File: src/rtl/id_ibuf_decode_pkg.sv
// Shared opcode/func3 constants and ALU control encodings for the
// instruction-buffered decode stage.
package id_ibuf_decode_pkg;

  localparam logic [6:0] OPC_BTYPE   = 7'b1100011;
  localparam logic [6:0] OPC_JTYPE_J = 7'b1101111;
  localparam logic [6:0] OPC_ITYPE_J = 7'b1100111;
  localparam logic [6:0] OPC_UTYPE_L = 7'b0110111;
  localparam logic [6:0] OPC_UTYPE_A = 7'b0010111;
  localparam logic [6:0] OPC_ITYPE_A = 7'b0010011;
  localparam logic [6:0] OPC_RTYPE   = 7'b0110011;
  localparam logic [6:0] OPC_LOAD    = 7'b0000011;
  localparam logic [6:0] OPC_STORE   = 7'b0100011;

  localparam logic [2:0] F3_SLLI      = 3'b001;
  localparam logic [2:0] F3_SRLI_SRAI = 3'b101;

  typedef enum logic [4:0] {
    ALU_ADD, ALU_SUB, ALU_SLL, ALU_SLT, ALU_SLTU, ALU_XOR, ALU_SRL, ALU_SRA,
    ALU_OR, ALU_AND, ALU_BEQ, ALU_BNE, ALU_BLT, ALU_BGE, ALU_BLTU, ALU_BGEU
  } alu_ctrl_e;

  // alt selects SUB/SRA (instruction bit 30)
  function automatic alu_ctrl_e alu_arith(input logic [2:0] f3, input logic alt);
    case (f3)
      3'b000:  return alt ? ALU_SUB : ALU_ADD;
      3'b001:  return ALU_SLL;
      3'b010:  return ALU_SLT;
      3'b011:  return ALU_SLTU;
      3'b100:  return ALU_XOR;
      3'b101:  return alt ? ALU_SRA : ALU_SRL;
      3'b110:  return ALU_OR;
      default: return ALU_AND;
    endcase
  endfunction

  function automatic alu_ctrl_e alu_branch(input logic [2:0] f3);
    case (f3)
      3'b001:  return ALU_BNE;
      3'b100:  return ALU_BLT;
      3'b101:  return ALU_BGE;
      3'b110:  return ALU_BLTU;
      3'b111:  return ALU_BGEU;
      default: return ALU_BEQ;
    endcase
  endfunction

endpackage

File: src/rtl/id_inst_queue.sv
// DEPTH-entry FIFO of {pc, instruction} beats; clear has priority over
// push and pop. Callers never push when full nor pop when empty.
module id_inst_queue #(
  parameter int DEPTH = 4,
  parameter int W     = 64
) (
  input  logic         clk,
  input  logic         rst_n,
  input  logic         push,
  input  logic         pop,
  input  logic         clear,
  input  logic [W-1:0] wr_data,
  output logic [W-1:0] rd_data,
  output logic         full,
  output logic         empty
);
  localparam int AW = $clog2(DEPTH);

  logic [W-1:0] mem [DEPTH];
  logic [AW-1:0] wr_ptr, rd_ptr;
  logic [AW:0]   count;

  // NOTE: storage is deliberately not reset; validity lives only in count.
  always_ff @(posedge clk) begin
    if (push) mem[wr_ptr] <= wr_data;
  end

  // NOTE: sequential state uses non-blocking assignments so every register
  // samples pre-edge values regardless of statement order.
  always_ff @(posedge clk or negedge rst_n) begin
    if (!rst_n) begin
      wr_ptr <= '0;
      rd_ptr <= '0;
      count  <= '0;
    end else if (clear) begin
      wr_ptr <= '0;
      rd_ptr <= '0;
      count  <= '0;
    end else begin
      if (push) wr_ptr <= wr_ptr + 1'b1;
      if (pop)  rd_ptr <= rd_ptr + 1'b1;
      count <= count + (AW+1)'(push) - (AW+1)'(pop);
    end
  end

  assign rd_data = mem[rd_ptr];
  assign full    = (count == (AW+1)'(DEPTH));
  assign empty   = (count == '0);

endmodule

File: src/rtl/id_ibuf_decode.sv
// Instruction queue between fetch and decode, decoding the queue head into
// ALU operands/control with load-use stall, post-flush kill and jump squash.
module id_ibuf_decode
  import id_ibuf_decode_pkg::*;
#(
  parameter int XLEN        = 32,
  parameter int DEPTH       = 4,
  parameter int KILL_CYCLES = 1,
  parameter int CNT_W       = 16
) (
  input  logic             clk,
  input  logic             rst_n,
  input  logic             if_valid_i,
  input  logic [XLEN-1:0]  if_pc_i,
  input  logic [31:0]      if_inst_i,
  output logic             if_ready_o,
  input  logic             fc_flush_i,
  output logic [4:0]       regs_raddr1_o,
  output logic [4:0]       regs_raddr2_o,
  input  logic [XLEN-1:0]  regs_rdata1_i,
  input  logic [XLEN-1:0]  regs_rdata2_i,
  input  logic             fwd_sel1_i,
  input  logic             fwd_sel2_i,
  input  logic [XLEN-1:0]  fwd_data1_i,
  input  logic [XLEN-1:0]  fwd_data2_i,
  input  logic             ex_load_i,
  input  logic [4:0]       ex_rd_i,
  input  logic             ex_ready_i,
  output logic             id_valid_o,
  output logic [XLEN-1:0]  id_pc_o,
  output logic [XLEN-1:0]  id_op_a_o,
  output logic [XLEN-1:0]  id_op_b_o,
  output logic [4:0]       id_reg_waddr_o,
  output logic [4:0]       id_alu_ctrl_o,
  output logic             id_reg_we_o,
  output logic             id_reg1_re_o,
  output logic             id_reg2_re_o,
  output logic             id_btype_flag_o,
  output logic [XLEN-1:0]  id_btype_pc_o,
  output logic             id_jump_flag_o,
  output logic [XLEN-1:0]  id_jump_pc_o,
  output logic [CNT_W-1:0] stall_cnt_o
);
  localparam int KILL_W = (KILL_CYCLES > 0) ? $clog2(KILL_CYCLES + 1) : 1;

  logic [XLEN+31:0] q_rdata;
  logic q_full, q_empty, push, pop, clear, stall, head_valid;
  logic [KILL_W-1:0] kill_cnt;
  logic [XLEN-1:0] head_pc, rs1_val, rs2_val, imm_i, imm_s, imm_b, imm_u, imm_j;
  logic [31:0] inst;
  logic is_jal, is_jalr, is_br, reg_we, reg1_re, reg2_re;
  logic [XLEN-1:0] op_a, op_b;
  alu_ctrl_e alu_ctrl;

  id_inst_queue #(.DEPTH(DEPTH), .W(XLEN + 32)) u_queue (
    .clk     (clk),
    .rst_n   (rst_n),
    .push    (push),
    .pop     (pop),
    .clear   (clear),
    .wr_data ({if_pc_i, if_inst_i}),
    .rd_data (q_rdata),
    .full    (q_full),
    .empty   (q_empty)
  );

  assign head_valid = !q_empty;
  assign head_pc    = q_rdata[XLEN+31:32];
  assign inst       = head_valid ? q_rdata[31:0] : 32'h0;

  assign regs_raddr1_o = inst[19:15];
  assign regs_raddr2_o = inst[24:20];
  assign rs1_val = fwd_sel1_i ? fwd_data1_i : regs_rdata1_i;
  assign rs2_val = fwd_sel2_i ? fwd_data2_i : regs_rdata2_i;

  assign imm_i = XLEN'($signed(inst[31:20]));
  assign imm_s = XLEN'($signed({inst[31:25], inst[11:7]}));
  assign imm_b = XLEN'($signed({inst[31], inst[7], inst[30:25], inst[11:8], 1'b0}));
  assign imm_u = XLEN'($signed({inst[31:12], 12'h000}));
  assign imm_j = XLEN'($signed({inst[31], inst[19:12], inst[20], inst[30:21], 1'b0}));

  // NOTE: every output of this block gets a default first, so no latches.
  always_comb begin
    op_a     = rs1_val;
    op_b     = rs2_val;
    reg_we   = 1'b0;
    reg1_re  = 1'b0;
    reg2_re  = 1'b0;
    is_jal   = 1'b0;
    is_jalr  = 1'b0;
    is_br    = 1'b0;
    alu_ctrl = ALU_ADD;
    case (inst[6:0])
      OPC_UTYPE_L: begin op_a = '0;      op_b = imm_u;        reg_we = 1'b1; end
      OPC_UTYPE_A: begin op_a = head_pc; op_b = imm_u;        reg_we = 1'b1; end
      OPC_JTYPE_J: begin op_a = head_pc; op_b = XLEN'(4);     reg_we = 1'b1; is_jal = 1'b1; end
      OPC_ITYPE_J: begin
        op_a = head_pc; op_b = XLEN'(4); reg_we = 1'b1; reg1_re = 1'b1; is_jalr = 1'b1;
      end
      OPC_BTYPE: begin
        reg1_re = 1'b1; reg2_re = 1'b1; is_br = 1'b1; alu_ctrl = alu_branch(inst[14:12]);
      end
      OPC_LOAD:  begin op_b = imm_i; reg_we = 1'b1; reg1_re = 1'b1; end
      OPC_STORE: begin op_b = imm_s; reg1_re = 1'b1; reg2_re = 1'b1; end
      OPC_ITYPE_A: begin
        reg_we  = 1'b1;
        reg1_re = 1'b1;
        op_b    = (inst[14:12] == F3_SLLI || inst[14:12] == F3_SRLI_SRAI)
                  ? XLEN'(inst[24:20]) : imm_i;
        alu_ctrl = alu_arith(inst[14:12], (inst[14:12] == F3_SRLI_SRAI) & inst[30]);
      end
      OPC_RTYPE: begin
        reg_we = 1'b1; reg1_re = 1'b1; reg2_re = 1'b1;
        alu_ctrl = alu_arith(inst[14:12], inst[30]);
      end
      default: ;
    endcase
  end

  assign stall = head_valid & ex_load_i & (ex_rd_i != 5'd0) &
                 ((reg1_re & (inst[19:15] == ex_rd_i)) | (reg2_re & (inst[24:20] == ex_rd_i)));

  assign id_valid_o = head_valid & !stall & !fc_flush_i;
  assign pop        = id_valid_o & ex_ready_i;
  assign if_ready_o = !q_full | (kill_cnt != '0);
  assign push       = if_valid_i & if_ready_o & !fc_flush_i & (kill_cnt == '0);
  // A popped jump makes every younger entry, and any same-cycle push, wrong-path.
  assign clear      = fc_flush_i | (pop & (is_jal | is_jalr));

  always_ff @(posedge clk or negedge rst_n) begin
    if (!rst_n) begin
      kill_cnt <= '0;
    end else if (fc_flush_i) begin
      kill_cnt <= KILL_W'(KILL_CYCLES);
    end else if (if_valid_i && kill_cnt != '0) begin
      kill_cnt <= kill_cnt - 1'b1;
    end
  end

  always_ff @(posedge clk or negedge rst_n) begin
    if (!rst_n) begin
      stall_cnt_o <= '0;
    end else if (stall && !fc_flush_i && stall_cnt_o != '1) begin
      stall_cnt_o <= stall_cnt_o + 1'b1;
    end
  end

  assign id_pc_o         = head_pc;
  assign id_op_a_o       = op_a;
  assign id_op_b_o       = op_b;
  assign id_reg_waddr_o  = inst[11:7];
  assign id_alu_ctrl_o   = alu_ctrl;
  assign id_reg_we_o     = reg_we;
  assign id_reg1_re_o    = reg1_re;
  assign id_reg2_re_o    = reg2_re;
  assign id_btype_flag_o = is_br & id_valid_o;
  assign id_btype_pc_o   = head_pc + imm_b;
  assign id_jump_flag_o  = (is_jal | is_jalr) & id_valid_o;
  assign id_jump_pc_o    = is_jalr ? (rs1_val + imm_i) : (head_pc + imm_j);

endmodule

File: config.mk
export PLATFORM = sky130hd
export DESIGN_NAME = id_ibuf_decode
export DESIGN_NICKNAME = d
export VERILOG_FILES = /design/src/rtl/id_ibuf_decode_pkg.sv /design/src/rtl/id_inst_queue.sv /design/src/rtl/id_ibuf_decode.sv
export SDC_FILE = /design/constraint.sdc
export NUM_CORES = 1
export LEC_CHECK = 0
export CORE_ASPECT_RATIO = 0.75
export CORE_MARGIN = 2
export CORE_UTILIZATION = 55
export CTS_CLUSTER_DIAMETER = 120
export DETAILED_ROUTE_END_ITERATION = 12
export GPL_TIMING_DRIVEN = 0
export PLACE_DENSITY = 0.88
export SYNTH_ARGS = -nofsm -noshare
export SYNTH_HDL_FRONTEND = slang
export SYNTH_SLANG_ARGS = --single-unit
File: constraint.sdc
create_clock -name clk -period 19.8 [get_ports clk]
set_input_delay 3.96 -clock clk [delete_from_list [all_inputs] [get_ports clk]]
set_output_delay 3.96 -clock clk [all_outputs]
set_load 0.1 [all_outputs]
==> run metrics, run 1 <==
Slew Viols, Final=0; vias per cell=6.39; leakage=approximately 0.0083 uW; drt drc=0; Critical Path AT=about 9800 ps; Synth Area in Adders=6.54%; Worst setup EP type=output port; clk_lat worst skew=550 ps; Post-Synthesis Cells=between 1000 and 1500; Synth area leaders=edfxtp_1 46%, mux4_2 7.8%, ha_1 6.1%; met2 WL post-DR=28.0 mm; Yosys top cell area share=45.9%; core region area=around 0.03 mm2; wire per inst=27.0 um; # resized after CTS=0; post-synthesis compound-gate area fraction=around 15%; min setup slack post-route=6060 ps; clk slew on worst S/H paths=60 ps; CTS buffer count=27; initial antenna violation count=9; fmax=72.8 MHz; die area=0.0318 mm2; fin nets=~2100; Std-Cell Rows=55; hold buffer count at CTS=0; period utilization=69.4%; CP endpoint=id_jump_pc_o[29]; Main synth FF type=edfxtp_1; Tightest Pin Transition=1160 ps; I/O pin count=roughly 400; Synth Area in XOR/XNOR=approximately 5.4%; critical path peak fanout=10; status=completed; Post-synth EDFFs=256; Yosys cell types=71; Longest Clk Path Bufs=3; syn nets=1683; top-count cell post-synth=edfxtp_1; Seq/Total Area, Yosys=between 40 and 50%; placed inst area=roughly 0.021 mm2; height of the die=between 150 and 200 um; Detail Route met3 WL=7.71 mm; pwr dens=between 150 and 200 mW/mm2; hold crit path type=flip-flop to flip-flop; Crit. Startpoint=fwd_sel1_i; Slew headroom=about a fifth; H-Tree Depth=1; Initial DRT Pass Iterations=7; Placer Congestion=just over 1; hpwl dp=47.0 mm; DR iter-0 viols=1652; DRT Wirelength=60.9 mm; global-route wire length before repair=87.6 mm; clock sinks=280; syn_area_per_cell=12.0 um2; R2R setup slack=15090 ps; mux share of post-synthesis cell area=12.5%; share of cells above drive strength 1=under 10%; R2R depth=17; Top Layer Used=met5; Synth Area in Simple Gates=8.69%; clock root cell=clkbuf_16; number of global-route vias before repair=between 10000 and 15000; RSZ-0062 raised after global routing=false; TritonCTS clock tree=built; via count=14400; met1 wire length=between 20 and 25 mm; global route overflow=0; VDD IR max=0.164 mV; Die Wd=approximately 210 um; Synth Warn #=0; port buffer count=404; Initial Utilization=55.6%; Setup TNS Final=0 ps; CP required=approximately 16000 ps; max cap viols=0; Cell Area, Synth=0.0167 mm2; kind of start point of the critical path=input pin; asr flop ratio synth=8.57%; pre-CTS setup slack=just over 6000 ps; largest family of logic cells by synthesized area=compound AO/OA/AOI/OAI gates; Synth area leader=edfxtp_1; number of synthesized register bits=280; WS Path Type=input pin to output port; post-route cell area=0.0222 mm2; Filler Cell Count=between 1500 and 2000; Area growth, synth to finish=32.8%; final setup fails=0; post-route minimum period=13740 ps; largest net degree at the start of global routing=51; Final Skew=27.5 ps; Detail Route Antenna Nets=0; Total GRT Usage=37.5%; synth cell count leaders=256 x edfxtp_1, 109 x a21oi_1, 93 x o21ai_0; reg2reg end=u_queue.count[2]$_DFF_PN0_; R2R Path Start=u_queue.rd_ptr[1]$_DFFE_PN0P_; postcts setup bufs=0; final hold vios=0
-- state kept, by name (all words and copies together) (netlist names) --
signal	cells
u_queue.mem	256
stall_cnt_o	16
u_queue.rd_ptr	2
kill_cnt	1
u_queue.wr_ptr	2
u_queue.count	3
-- placed cells by master, fill, tap and decap left out, types with 15 or more instances in the layout --
master / count
nand3_1: 21
o21ai_0: 93
a21o_1: 39
a22o_1: 31
mux2i_1: 43
a211oi_1: 20
clkbuf_16: 27
xor2_1: 42
dfrtp_1: 24
a21oi_1: 109
mux2_2: 32
nor2b_1: 15
inv_1: 38
and2_1: 19
clkbuf_1: 60
xnor2_1: 62
nor2_1: 83
mux4_2: 58
o21bai_1: 16
clkdlybuf4s50_1: 404
ha_1: 81
nand2_1: 88
edfxtp_1: 256
-- cell type report --
cell class	count	area, um2	area share (%)
antenna	6	15.0	0.0675
buffer	70	297	1.33
clock buffer	32	694	3.12
clock inverter	16	124	0.557
inverter	39	146	0.659
multi-input combinational	1004	8020	36.1
sequential	280	8290	37.3
tap	399	499	2.25
timing repair buffer	408	4150	18.7
-- logic make-up (layout without fill, tap and decap cells) --
family	Yosys count	after routing
AOI/OAI and AO/OA	382	382
xor gates and xnor gates	104	104
adders and majority gates	85	85
buffers and inverters	109	565
DFF	280	280
muxes	133	133
other	1	7
and+or+nand+nor	299	299
-- critical path, cell delays in order --
cell and delay (ps):
clkbuf_1 240, buf_1 550, mux2i_1 580, inv_1 90, ha_1 310, a211oi_1 100, o211ai_1 260, nand3_1 200
o221ai_1 460, a41oi_1 250, o21a_1 280, o21ai_0 480, a21oi_1 200, or4b_1 540, nand3_1 100, clkdlybuf4s50_1 1150
-- report_power, final --
group          switching, uW  internal [uW]
clock                    219            265
combinational           1980            655
sequential              4.45            653
-- metrics by stage --
step | utilization [%] | total power [uW] | hold slack [ps] | cells
2_1_floorplan | - | 2590 | 465 | 1393
3_3_place_gp | 70.7 | 3240 | 476 | 2196
3_5_place_dp | 71.1 | 3260 | 485 | 2200
4_1_cts | 73.8 | 3740 | 496 | 2248
5_1_grt | 73.9 | 3880 | 516 | 2252
6_report | 73.9 | 3780 | 490 | 2254
-- worst min-delay path by stage --
stage | start | to | cells after the start
2_1_floorplan | kill_cnt$_DFFE_PN0P_ | kill_cnt$_DFFE_PN0P_ | 1
3_3_place_gp | stall_cnt_o[10]$_DFFE_PN0P_ | stall_cnt_o[10]$_DFFE_PN0P_ | 1
3_5_place_dp | stall_cnt_o[6]$_DFFE_PN0P_ | stall_cnt_o[6]$_DFFE_PN0P_ | 1
4_1_cts | stall_cnt_o[6]$_DFFE_PN0P_ | stall_cnt_o[6]$_DFFE_PN0P_ | 1
5_1_grt | stall_cnt_o[15]$_DFFE_PN0P_ | stall_cnt_o[15]$_DFFE_PN0P_ | 1
6_report | stall_cnt_o[6]$_DFFE_PN0P_ | stall_cnt_o[6]$_DFFE_PN0P_ | 1
-- metal layers --
layer  track usage, %  vias to the layer above
li1                 -                     6220
met1             51.1                     6999
met2             58.5                     1026
met3             10.6                      146
met4             12.7                        4
met5                0                        -
Note: power is estimated with default switching activity, not from simulation.
==> run 2: changes to the inputs <==
Settings changed: CORE_UTILIZATION 55 to 46, PLACE_DENSITY 0.88 to 0.78.
Clock period 19.8 ns to 12 ns, I/O delays scaled along.
==> run 2 against run 1 <==
Net effect:
- clock skew shrank 16 ps
- highest routed layer unchanged
- sequential power grew 64%
- register-to-register slack lost 7800 ps
- worst hold slack lost 2.7 ps
- critical path depth grew 3
- flip-flop and latch count is the same
- first-iteration DRC count shrank 16%
- setup slack lost 4700 ps
- clock-buffer cell count is the same
- final area grew 0.78%
- core utilization shrank 11 points
==> run metrics, run 2 (synthesis results as in run 1) <==
commonest non-fill, non-tap cell in the layout=clkdlybuf4s50_1; wire per inst=26.5 um; R2R setup slack=7250 ps; routing usage on met2=49.8%; FF/Latch Area=0.00829 mm2; CTS buffer count=28; Worst setup EP type=output port; post-route cell area=0.0224 mm2; Placer Congestion=1.02; Slew headroom=19.1%; Finished Layout Cells=2316; RSZ-0062 raised after global routing=false; WS Path Type=flip-flop to output port; global route overflow=0; area of the multi-input gates=0.00801 mm2; kind of start point of the critical path=flip-flop; final hold vios=0; critical path peak fanout=10; clock sinks=280; I/O pin count=approximately 410; H-Tree Depth=1; Std-Cell Rows=60; Filler Cell Count=2875; Die Wd=224 um; number of flip-flops in the largest register=256; min setup slack post-route=1330 ps; TritonCTS clock tree=built; DR iter-0 viols=1395; initial antenna violation count=5; status=completed; Regs by FF count=u_queue.mem: 256 flops, stall_cnt_o: 16 flops, u_queue.count: 3 flops; postcts setup bufs=0; leakage=0.00830 uW; post-route minimum period=10670 ps; Min Hold Slack=around 490 ps; clk slew on worst S/H paths=approximately 60 ps; die area=between 0.03 and 0.04 mm2; via count=about 14000; fin nets=2121; Final Skew=around 11 ps; drt drc=0; # resized after CTS=0; GR peak layer=met2; Most flops, register=u_queue.mem; Longest Clk Path Bufs=3; hold crit path type=flip-flop to flip-flop; port buffer count=404; period utilization=88.9%; Setup TNS Final=0 ps; final setup fails=0; placed inst area=about 0.021 mm2; placed cell count=2266; share of cells above drive strength 1=8.54%; Area growth, synth to finish=33.9%; core region area=0.0359 mm2; pwr dens=between 200 and 300 mW/mm2; vias per cell=5.98; global-route wire length before repair=87.4 mm; GRT met1 Usage=42.0%; number of global-route vias before repair=13400; pre-CTS setup slack=1580 ps; Initial DRT Pass Iterations=6; Initial Utilization=46.6%; hpwl dp=slightly below 50 mm; height of the die=approximately 170 um; max cap viols=0; CP required=9600 ps; Total GRT Usage=31.3%; Slew Viols, Final=0; clk_lat worst skew=550 ps; Critical Path AT=8270 ps; commonest cells after routing, fill and taps aside=404 x clkdlybuf4s50_1, 256 x edfxtp_1, 109 x a21oi_1, 93 x o21ai_0, 88 x nand2_1; Tightest Pin Transition=1200 ps; clock root cell=clkbuf_16; largest net degree at the start of global routing=41; Detail Route Antenna Nets=0; met3 Use GR=8.60%; DRT Wirelength=between 60 and 70 mm; fmax=93.8 MHz; hold buffer count at CTS=0; VDD IR max=0.365 mV
run 2: routing by layer:
metal | up-vias | share of wire (%)
li1 | 6222 | -
met4 | 8 | 3.4
met1 | 6827 | 42
met3 | 111 | 9.4
met5 | - | 0.091
met2 | 683 | 46
run 2: area by class of cell:
class	instances	area share, %
Sequential cell	280	37.0
Multi-Input combinational cell	1004	35.8
Inverter	39	0.654
Clock inverter	17	1.04
Clock buffer	32	3.19
Antenna cell	1	0.0112
Buffer	70	1.32
Timing Repair Buffer	408	18.4
Tap cell	465	2.60
run 2: power by group:
part	total, uW	internal, uW	switching (uW)	leakage [uW]
clock network	903	537	366	0.000458
registers	1080	1080	6.59	0.00264
logic	4350	1080	3280	0.00520
total	6340	2690	3650	0.00830
run 2: worst paths after layout:
path                                          startpoint                            end  depth (start not counted)
setup / recovery           u_queue.rd_ptr[1]$_DFFE_PN0P_               id_jump_pc_o[27]                         19
hold / removal                stall_cnt_o[6]$_DFFE_PN0P_     stall_cnt_o[6]$_DFFE_PN0P_                          1
setup reg to reg           u_queue.rd_ptr[1]$_DFFE_PN0P_     u_queue.count[2]$_DFF_PN0_                         17
hold reg to reg               stall_cnt_o[6]$_DFFE_PN0P_     stall_cnt_o[6]$_DFFE_PN0P_                          1
max in group asynchronous                          rst_n  u_queue.wr_ptr[1]$_DFFE_PN0P_                          1
min in group asynchronous                          rst_n    stall_cnt_o[10]$_DFFE_PN0P_                          1
run 2: worst max-delay path, stage by stage, from the launching register on:
cell and delay, ps:
dfrtp_1 390, buf_2 320, buf_1 470, clkbuf_1 560
clkbuf_1 700, mux4_2 580, ha_1 240, inv_1 60
fa_1 380, nand2b_1 170, a22oi_1 390, a31oi_1 210
a31oi_1 380, o211ai_1 220, o21ai_0 530, inv_1 90
o21ai_0 200, xnor2_1 130, o21ai_0 410, clkdlybuf4s50_1 1250
run 2: stage by stage:
stage / util [%] / power [uW]
floorplan: - / 4280
global placement: 59.5 / 5390
finish: 62.4 / 6340
global route: 62.4 / 6530
detailed placement: 59.8 / 5400
CTS: 62.4 / 6320
==> run 3: changes to the inputs <==
Settings changed: PLACE_DENSITY 0.78 to 0.9, SLEW_MARGIN set to 20.
==> run 3 against run 2 <==
Net effect:
- via count increased by 1.8%
- largest cell class unchanged
- sequential share of layout area increased by 0.099 points
- final cell count increased by 0.30%
- flip-flop and latch count unchanged
- highest routed layer unchanged
- die area unchanged
- clock power decreased by 9.0%
- largest power group unchanged
- fmax decreased by 1.4%
- worst hold slack improved by 15 ps
- critical endpoint is now id_jump_pc_o[31]
- clock-buffer cell count increased by 4
==> run metrics, run 3 (synthesis results as in run 1) <==
Std-Cell Rows=60; number of flip-flops in the largest register=256; CTS buffer count=28; WS Path Type=flip-flop to output port; fmax=around 92 MHz; clk_lat worst skew=560 ps; core region area=0.0359 mm2; Total GRT Usage=31.9%; Bufs and invs on worst path=6; Detail Route Antenna Nets=0; TritonCTS clock tree=built; R2R setup slack=roughly 7100 ps; drt drc=0; DRT Wirelength=roughly 63 mm; Longest Clk Path Bufs=3; vias per cell=~6.1; Worst setup EP type=output port; Regs by FF count=u_queue.mem: 256 flops, stall_cnt_o: 16 flops, u_queue.count: 3 flops; max cap viols=0; post-route minimum period=about 11000 ps; hold crit path type=flip-flop to flip-flop; via count=14100; Most flops, register=u_queue.mem; height of the die=169 um; Die Wd=between 200 and 250 um; kind of start point of the critical path=flip-flop; period utilization=90.2%; pre-CTS setup slack=between 1000 and 1500 ps; clock root cell=clkbuf_16; wire per inst=26.9 um; Area growth, synth to finish=33.5%; CP delay by family, top=buffers and inverters; DR iter-0 viols=1469; Placer Congestion=0.999; number of global-route vias before repair=13800; leakage=0.00827 uW; clock sinks=280; pwr dens=281 mW/mm2; fin nets=about 2100; slowest stage cell, crit path=clkdlybuf4s50_1; commonest cells after routing, fill and taps aside=402 x clkdlybuf4s50_1, 256 x edfxtp_1, 109 x a21oi_1, 93 x o21ai_0, 88 x nand2_1; Crit path top cell by count=clkbuf_1; # resized after CTS=0; die area=0.0379 mm2; final setup fails=0; global route overflow=0; initial antenna violation count=10; RSZ-0062 raised after global routing=false; Initial DRT Pass Iterations=6; critical path peak fanout=10; Tightest Pin Transition=1130 ps; share of cells above drive strength 1=under 10%; global-route wire length before repair=88.5 mm; Final Skew=17.3 ps; H-Tree Depth=1; status=completed; CP peak stage delay=1170 ps; final hold vios=0; Initial Utilization=46.6%; Setup TNS Final=0 ps; hpwl dp=between 40 and 50 mm; Critical Path AT=approximately 8400 ps; CP required=~9600 ps; clk slew on worst S/H paths=around 60 ps; I/O pin count=408; largest net degree at the start of global routing=41; hold buffer count at CTS=0; CP Cell Sequence=buf_2 -> buf_1 -> clkbuf_1 -> clkbuf_1 -> mux4_2 -> and2_1 -> ha_1 -> clkbuf_1 -> a21oi_1 -> o21ai_0 -> nand2_1 -> a31oi_1 -> o211ai_1 -> o21ai_0 -> mux2i_1 -> nor2_1 -> nor3_1 -> xnor2_1 -> clkdlybuf4s50_1; commonest non-fill, non-tap cell in the layout=clkdlybuf4s50_1; min setup slack post-route=1180 ps; Slew headroom=24.8%; postcts setup bufs=0; port buffer count=404; Slew Viols, Final=0; VDD IR max=0.306 mV
==> run 3: cell count changes in the layout (fill, tap and decap cells not counted), sizes merged <==
| cell | previous run | this run |
|---|---|---|
| buf | 18 | 21 |
| bufinv | 5 | 1 |
| clkbuf | 88 | 92 |
| clkdlybuf4s50 | 404 | 402 |
| clkinv | 8 | 12 |
| clkinvlp | 2 | 0 |
| diode | 1 | 5 |
==> run 3: routing by layer <==
metal  wire (um)  global-route usage (%)  vias to the layer above  part of all wire (%)
li1            -                       -                     6229                     -
met1       25300                    43.2                     6878                    40
met2       28400                    50.8                      839                    45
met3        6060                    6.39                      151                   9.7
met4        2720                    13.2                        8                   4.3
met5          57                       0                        -                 0.091
==> run 3: worst register-to-register path, cell delays in order (launching register included) <==
cell and delay (ps):
dfrtp_1 400, buf_2 320, buf_1 570, mux4_2 460, and2_1 350, xor2_1 210, nor4b_1 420, o2111ai_2 320
or2b_1 320, nor2_1 90, ha_1 280, inv_1 60, ha_1 140, inv_1 70, fa_1 400, xor2_1 200
xnor2_1 140, nor2_1 60
==> run 3: power breakdown <==
group          total, uW  switching, uW  internal [uW]
registers           1080           6.85           1080
logic               4370           3290           1090
clock network        822            368            454
total               6280           3660           2620
==> run 3: area by class of cell <==
cell class | count | area [um2]
Timing Repair Buffer | 409 | 4150
Clock buffer | 36 | 731
Buffer | 70 | 297
Tap cell | 465 | 582
Inverter | 39 | 146
Clock inverter | 15 | 118
Sequential cell | 280 | 8290
Multi-Input combinational cell | 1004 | 8020
Antenna cell | 5 | 12.5
Fill cell | 2831 | 13500
==> run 3: worst paths after layout <==
kind	to	start	depth (start not counted)
max reg2reg	u_queue.count[2]$_DFF_PN0_	u_queue.rd_ptr[1]$_DFFE_PN0P_	17
min	stall_cnt_o[4]$_DFFE_PN0P_	stall_cnt_o[4]$_DFFE_PN0P_	1
max	id_jump_pc_o[31]	u_queue.rd_ptr[1]$_DFFE_PN0P_	19
min reg2reg	stall_cnt_o[4]$_DFFE_PN0P_	stall_cnt_o[4]$_DFFE_PN0P_	1
max in group asynchronous	stall_cnt_o[6]$_DFFE_PN0P_	rst_n	1
min in group asynchronous	stall_cnt_o[11]$_DFFE_PN0P_	rst_n	1
==> run 3: metrics by stage <==
step	std cells	hold WS, ps	area, um2	power [uW]	util (%)
2_1_floorplan	1393	465	16700	4280	-
3_3_place_gp	2262	474	21400	5390	59.5
3_5_place_dp	2267	480	21500	5420	59.9
4_1_cts	2318	494	22300	6240	62.2
5_1_grt	2321	517	22300	6460	62.2
6_report	2323	502	22300	6280	62.3
